<file path="config.mk">
export PLATFORM = sky130hd
export DESIGN_NAME = add_share_arb
export DESIGN_NICKNAME = d
export VERILOG_FILES = /design/src/rtl/add_share_pkg.sv /design/src/rtl/add_share_arb_rr_pick.sv /design/src/rtl/add_share_arb.sv
export SDC_FILE = /design/constraint.sdc
export NUM_CORES = 1
export LEC_CHECK = 0
export ABC_AREA = 0
export CORE_UTILIZATION = 44
export CTS_BUF_LIST = sky130_fd_sc_hd__clkbuf_16
export CTS_CLUSTER_DIAMETER = 80
export DETAILED_ROUTE_END_ITERATION = 12
export PLACE_DENSITY = 0.82
export SLEW_MARGIN = 20
export SYNTH_ARGS = -nofsm -noshare
export SYNTH_HDL_FRONTEND = slang
export SYNTH_SLANG_ARGS = --single-unit
</file>
<file path="constraint.sdc">
create_clock -name clock -period 3.75 [get_ports clock]
set_clock_uncertainty 0.2 [all_clocks]
set_input_delay 0.375 -clock clock [delete_from_list [all_inputs] [get_ports clock]]
set_output_delay 0.375 -clock clock [all_outputs]
set_load 0.005 [all_outputs]
</file>
<file path="src/rtl/add_share_pkg.sv">
// ----------------------------------------------------------------------------
// add_share_pkg
// Shared definitions for the shared-adder arbiter (add_share_arb) and its
// round-robin picker (rr_pick).
//   WIDTH_DEF / NREQ_DEF : default operand width and requester count
//   id_width()           : width of a requester tag / round-robin pointer
//   s1_entry_t           : operand stage entry {in0, in1, id}
//   s2_entry_t           : result stage entry {sum, id, [carry]}
// The entry typedefs describe the default configuration. add_share_arb
// declares the same layouts sized by its own parameters.
// Optional feature macro: ADD_SHARE_ARB_CARRY_EN (adds carry to s2_entry_t).
// ----------------------------------------------------------------------------
package add_share_pkg;

    localparam int WIDTH_DEF = 32;
    localparam int NREQ_DEF  = 4;

    // A single requester still needs a one-bit tag.
    function automatic int id_width(input int n);
        return (n > 1) ? $clog2(n) : 1;
    endfunction

    localparam int IDW_DEF = id_width(NREQ_DEF);

    typedef struct packed {
        logic [WIDTH_DEF-1:0] in0;
        logic [WIDTH_DEF-1:0] in1;
        logic [IDW_DEF-1:0]   id;
    } s1_entry_t;

    typedef struct packed {
        logic [WIDTH_DEF-1:0] sum;
        logic [IDW_DEF-1:0]   id;
`ifdef ADD_SHARE_ARB_CARRY_EN
        logic                 carry;
`endif
    } s2_entry_t;

endpackage

</file>
<file path="src/rtl/add_share_arb_rr_pick.sv">
// ----------------------------------------------------------------------------
// rr_pick
// Combinational round-robin picker. Searches req upward starting at
// rr_ptr+1, wrapping from NREQ-1 to 0, and returns the first set index.
//   req       : request vector
//   rr_ptr    : index of the most recently served requester
//   grant     : chosen index (0 when nothing is requesting)
//   any_valid : at least one request is set
// ----------------------------------------------------------------------------
module rr_pick
    import add_share_pkg::*;
#(
    parameter int NREQ = NREQ_DEF,
    localparam int IDW = id_width(NREQ)
) (
    input  logic [NREQ-1:0] req,
    input  logic [IDW-1:0]  rr_ptr,
    output logic [IDW-1:0]  grant,
    output logic            any_valid
);

    // Walk from the farthest candidate back to the nearest so the nearest
    // requesting index is the last (winning) assignment.
    always_comb begin
        grant     = '0;
        any_valid = 1'b0;
        for (int k = NREQ; k >= 1; k--) begin
            if (req[(int'(rr_ptr) + k) % NREQ]) begin
                grant     = IDW'((int'(rr_ptr) + k) % NREQ);
                any_valid = 1'b1;
            end
        end
    end

endmodule

</file>
<file path="src/rtl/add_share_arb.sv">
// ----------------------------------------------------------------------------
// add_share_arb
// Shares one registered adder between NREQ requesters. A round-robin pick
// loads the winner's operands into S1; S1's sum is registered into S2,
// which drives the tagged response channel directly.
//   clock       : rising-edge clock
//   reset_n     : asynchronous active-low reset, discards in-flight entries
//   req_valid   : per-requester operand valid
//   req_ready   : per-requester accept, one-hot or zero
//   req_in0/1   : packed operands, slice i belongs to requester i
//   resp_valid  : result valid
//   resp_ready  : consumer accepts the result
//   resp_id     : requester that owns the result
//   resp_sum    : in0 + in1 modulo 2^WIDTH
//   busy        : either pipeline stage holds an entry
//   resp_carry  : carry out of the sum (only with ADD_SHARE_ARB_CARRY_EN)
// Optional feature macro: ADD_SHARE_ARB_CARRY_EN.
// ----------------------------------------------------------------------------
module add_share_arb
    import add_share_pkg::*;
#(
    parameter int WIDTH = WIDTH_DEF,
    parameter int NREQ  = NREQ_DEF,
    localparam int IDW  = id_width(NREQ)
) (
    input  logic                  clock,
    input  logic                  reset_n,
    input  logic [NREQ-1:0]       req_valid,
    output logic [NREQ-1:0]       req_ready,
    input  logic [NREQ*WIDTH-1:0] req_in0,
    input  logic [NREQ*WIDTH-1:0] req_in1,
    output logic                  resp_valid,
    input  logic                  resp_ready,
    output logic [IDW-1:0]        resp_id,
    output logic [WIDTH-1:0]      resp_sum,
    output logic                  busy
`ifdef ADD_SHARE_ARB_CARRY_EN
    ,
    output logic                  resp_carry
`endif
);

    typedef struct packed {
        logic [WIDTH-1:0] in0;
        logic [WIDTH-1:0] in1;
        logic [IDW-1:0]   id;
    } s1_t;

    typedef struct packed {
        logic [WIDTH-1:0] sum;
        logic [IDW-1:0]   id;
`ifdef ADD_SHARE_ARB_CARRY_EN
        logic             carry;
`endif
    } s2_t;

    s1_t              s1;
    s2_t              s2;
    s2_t              s2_next;
    logic             s1_valid;
    logic             s2_valid;
    logic [IDW-1:0]   rr_ptr;
    logic [IDW-1:0]   grant;
    logic             any_valid;
    logic             s2_free;
    logic             s1_free;
    logic             accept;
    logic             s2_load;
    logic [WIDTH-1:0] sel_in0;
    logic [WIDTH-1:0] sel_in1;

    rr_pick #(.NREQ(NREQ)) u_pick (
        .req       (req_valid),
        .rr_ptr    (rr_ptr),
        .grant     (grant),
        .any_valid (any_valid)
    );

    assign s2_free = !s2_valid || resp_ready;
    assign s1_free = !s1_valid || s2_free;
    assign s2_load = s1_valid && s2_free;

    // Gating with reset_n keeps req_ready low while reset is held, even if
    // clients are already presenting requests.
    assign accept    = any_valid && s1_free && reset_n;
    assign req_ready = accept ? (NREQ'(1) << grant) : '0;

    always_comb begin
        sel_in0 = '0;
        sel_in1 = '0;
        for (int i = 0; i < NREQ; i++) begin
            if (grant == IDW'(i)) begin
                sel_in0 = req_in0[i*WIDTH +: WIDTH];
                sel_in1 = req_in1[i*WIDTH +: WIDTH];
            end
        end
    end

    always_comb begin
        s2_next    = '0;
        s2_next.id = s1.id;
`ifdef ADD_SHARE_ARB_CARRY_EN
        {s2_next.carry, s2_next.sum} = {1'b0, s1.in0} + {1'b0, s1.in1};
`else
        s2_next.sum = s1.in0 + s1.in1;
`endif
    end

    always_ff @(posedge clock or negedge reset_n) begin
        if (!reset_n) begin
            s1_valid <= 1'b0;
            s1       <= '0;
            rr_ptr   <= IDW'(NREQ - 1);
        end else if (accept) begin
            s1_valid <= 1'b1;
            s1.in0   <= sel_in0;
            s1.in1   <= sel_in1;
            s1.id    <= grant;
            rr_ptr   <= grant;
        end else if (s2_free) begin
            s1_valid <= 1'b0;
        end
    end

    always_ff @(posedge clock or negedge reset_n) begin
        if (!reset_n) begin
            s2_valid <= 1'b0;
            s2       <= '0;
        end else if (s2_load) begin
            s2_valid <= 1'b1;
            s2       <= s2_next;
        end else if (resp_ready) begin
            s2_valid <= 1'b0;
        end
    end

    assign resp_valid = s2_valid;
    assign resp_id    = s2.id;
    assign resp_sum   = s2.sum;
    assign busy       = s1_valid || s2_valid;
`ifdef ADD_SHARE_ARB_CARRY_EN
    assign resp_carry = s2.carry;
`endif

endmodule
</file>
==> results.md <==
* CP max stage delay at 0.45 ns
* Post-synth ARST share at 100.0%
* Nets at 1603
* Drt total wl at 21.80 mm
* Rel. slew slack at 51.55%
* Antenna diode count at 0
* WP data required at 3.76 ns
* Status: finished, final reports clean
* IO buf count at 302
* Slowest stage cell, crit path: fa_1
* Vias at 7805
* R2R cell count at 11
* Syn Area/Cell at 6.942 µm²
* Startpoint of the worst setup timing path: s1[2]
* Critical path cell sequence: ha_1, fa_1, a211oi_2, o21ai_0, a31oi_2, o21ai_0, a31o_2, a221o_1, o31ai_2, mux2i_1, o211ai_1
* Area of the mapped netlist at 7282 µm²
* Power Dens Cells at 574.4 nW/µm²
* Routed Antenna Nets at 0
* Clock share of power at 14.3%
* Largest net degree at the start of global routing at 133
* CTS Buf Count at 9
* Pre-antenna DRT Iters at 4
* Std-Cell Rows at 46
* Commonest non-fill, non-tap cell in the layout: clkdlybuf4s50_1
* GPL Wtd Cong at 0.8697
* Reg clk slew, reported paths at 0.07 ns
* First-pass GRT wire length at 34.98 mm
* Seq pwr share at 28.9%
* Final setup violation count at 0
* Seq cells post-synth at 104
* Initial core utilization at 45.51%
* Lkg Pwr at 4.700 nW
* Switching power at 0.002536 W
* DIE AREA at 17070 µm²
* Final min period at 3.498 ns
* Detailed-route vias per instance at 5.105
* Global Route Usage Sum at 25.94%
* Post-synth EDFFs at 0
* Slew Limit Fails at 0
* Mapped Nets at 1344
* RSZ-0062 raised after global routing: no
* Initial antenna violation count at 0
* Grt total ovfl at 0
* Int Power at 0.003664 W
* Detailed Route Iter0 Violations at 364
* Hpwl dp at 16.75 mm
* Critical path startpoint category: flip-flop
* Worst-path fanout max at 4
* Max clock buf depth at 2
* Layout area overhead at 48.23%
* HP Class: primary input to asynchronous set/reset pin
* Worst endpoint data arrival time at 3.51 ns
* Combinational share of power at 56.8%
* Most common cell on crit path: o21ai_0
* Sink Count at 104
* Final period util at 93.27%
* TritonCTS clock tree: built
* Sequential share of the synthesized area at 35.77%
* Vias in the first global route at 7520
* Cells after synthesis at 1049
* Core area at 16000 µm²
* Share of layout cells above drive strength 1 at 3.732%
* Most frequent cells in the layout: 301 x clkdlybuf4s50_1, 246 x nand2_1, 206 x nor2_1, 172 x o21ai_0, 102 x dfrtp_1
* Actual slew at the worst max-slew pin at 0.7174 ns
* Root buf cell: clkbuf_16
* Achievable Freq at 285.9 MHz
* # Max-Cap Violations at 0
* Post-route DRC at 0
* I/O pin count at 303
* Peak supply drop at 0.0003486 V
* Setup_tns at 0 ns
* H-tree levels at 3
* Chip width at 130.6 µm
* Dpl ws at 0.06566 ns
* Type of the worst setup path: flip-flop to flip-flop
* Switching Fraction at 40.90%
* Chip height at 130.6 µm
* Final Core Density at 67.46%
* CP endpoint kind: flip-flop
* Top FF cell, synth: dfrtp_1
* Drt wl/cell at 14.26 µm
* Post-CTS Hold Buffers at 0
* Final worst setup slack at 0.2524 ns
* Yosys cell types at 49
* Worst skew pair latency at 0.36 ns
* Synth warnings at 0
* FF-to-FF End: resp_sum[30]
* Reg2reg start: s1[2]
* Final hold violations at 0
* R2R Setup Slk at 0.25 ns
layout make-up:
cell class / instances / area, µm²
fill: 1419 / 5206
multi-input combinational: 872 / 4466
timing repair buffer: 314 / 3148
sequential: 104 / 2605
tap: 216 / 270.3
clock buffer: 9 / 225.2
clock inverter: 7 / 53.80
inverter: 7 / 26.28
synth_stat cells, drive strengths merged (6+ instances only):
master  number  share of area, %
xnor2       17               2.0
a21o        14               1.4
o21a         7              0.72
inv          7              0.36
dfrtp      102                35
nor2       206                11
mux2         6              0.93
ha          31               5.3
nand3       71               4.9
buf          6              0.31
nand2      247                13
clkbuf      60               3.1
a21oi       28               2.0
xor2        11               1.3
o21ai      174                12
layer usage:
| layer | vias to the layer above | global-route usage, % | wire, µm |
|---|---|---|---|
| met3 | 23 | 5.619 | 1570 |
| met5 | - | 0 | 0 |
| li1 | 4041 | - | - |
| met2 | 244 | 47.18 | 10840 |
| met4 | 0 | 7.640 | 395 |
| met1 | 3497 | 30.48 | 8989 |
critical path, delay by kind of cell (launching register included):
family	cells	cell delay, ns
adders and majority gates	2	0.68
DFF	1	0.40
AOI/OAI and AO/OA	8	1.86
muxes	1	0.22
stage by stage:
stage	hold slack, ns	instances	power [W]	instance area (µm²)
final	0.005379	1529	0.006200	10790
after global routing	0.07046	1529	0.006756	10790
after CTS	0.04081	1528	0.006215	10780
after detailed placement	0.2734	1512	0.005289	10490
after global placement	0.2610	1512	0.005191	10490
after floorplan	-0.1206	1049	0.003953	7282
kinds of logic (layout without fill, tap and decap cells):
family          count (synthesis)  in the layout  share of synthesized area (%)
compound gates                253            253                          19.55
xor+xnor                       28             28                          3.368
fa+ha+maj                      32             32                          5.601
buf+inv                        73            337                          3.763
flops                         104            104                          35.77
mux                             9              9                          1.340
simple gates                  550            550                          30.60
flip-flops by register name (all words and copies together) (netlist names):
register / cells
s1: 66
resp_valid: 1
resp_sum: 32
resp_id: 2
rr_ptr: 2
s1_valid: 1
what timing repair did:
action | in CTS | in global routing
pin swaps | 0 | 1
gates resized for setup | 1 | 2
endpoints found under the setup margin | 1 | 1
gates cloned | 0 | 0
setup buffers | 0 | 1
how the worst max path moves through the flow:
stage                   end  slack, ns
3_3_place_gp   resp_sum[30]       0.20
4_1_cts        resp_sum[30]       0.08
6_report       resp_sum[30]       0.25
2_1_floorplan  resp_sum[30]       0.48
5_1_grt        resp_sum[30]       0.02
3_5_place_dp   resp_sum[30]       0.07
power by group through the flow:
stage               Combinational [W]  Sequential, W  Clock (W)
floorplan                     0.00219        0.00176          0
global placement              0.00340        0.00179          0
detailed placement            0.00348        0.00181          0
CTS                           0.00351        0.00179   0.000908
global route                  0.00397        0.00184   0.000946
finish                        0.00352        0.00179   0.000889
Power figures use the tool's default switching activity.
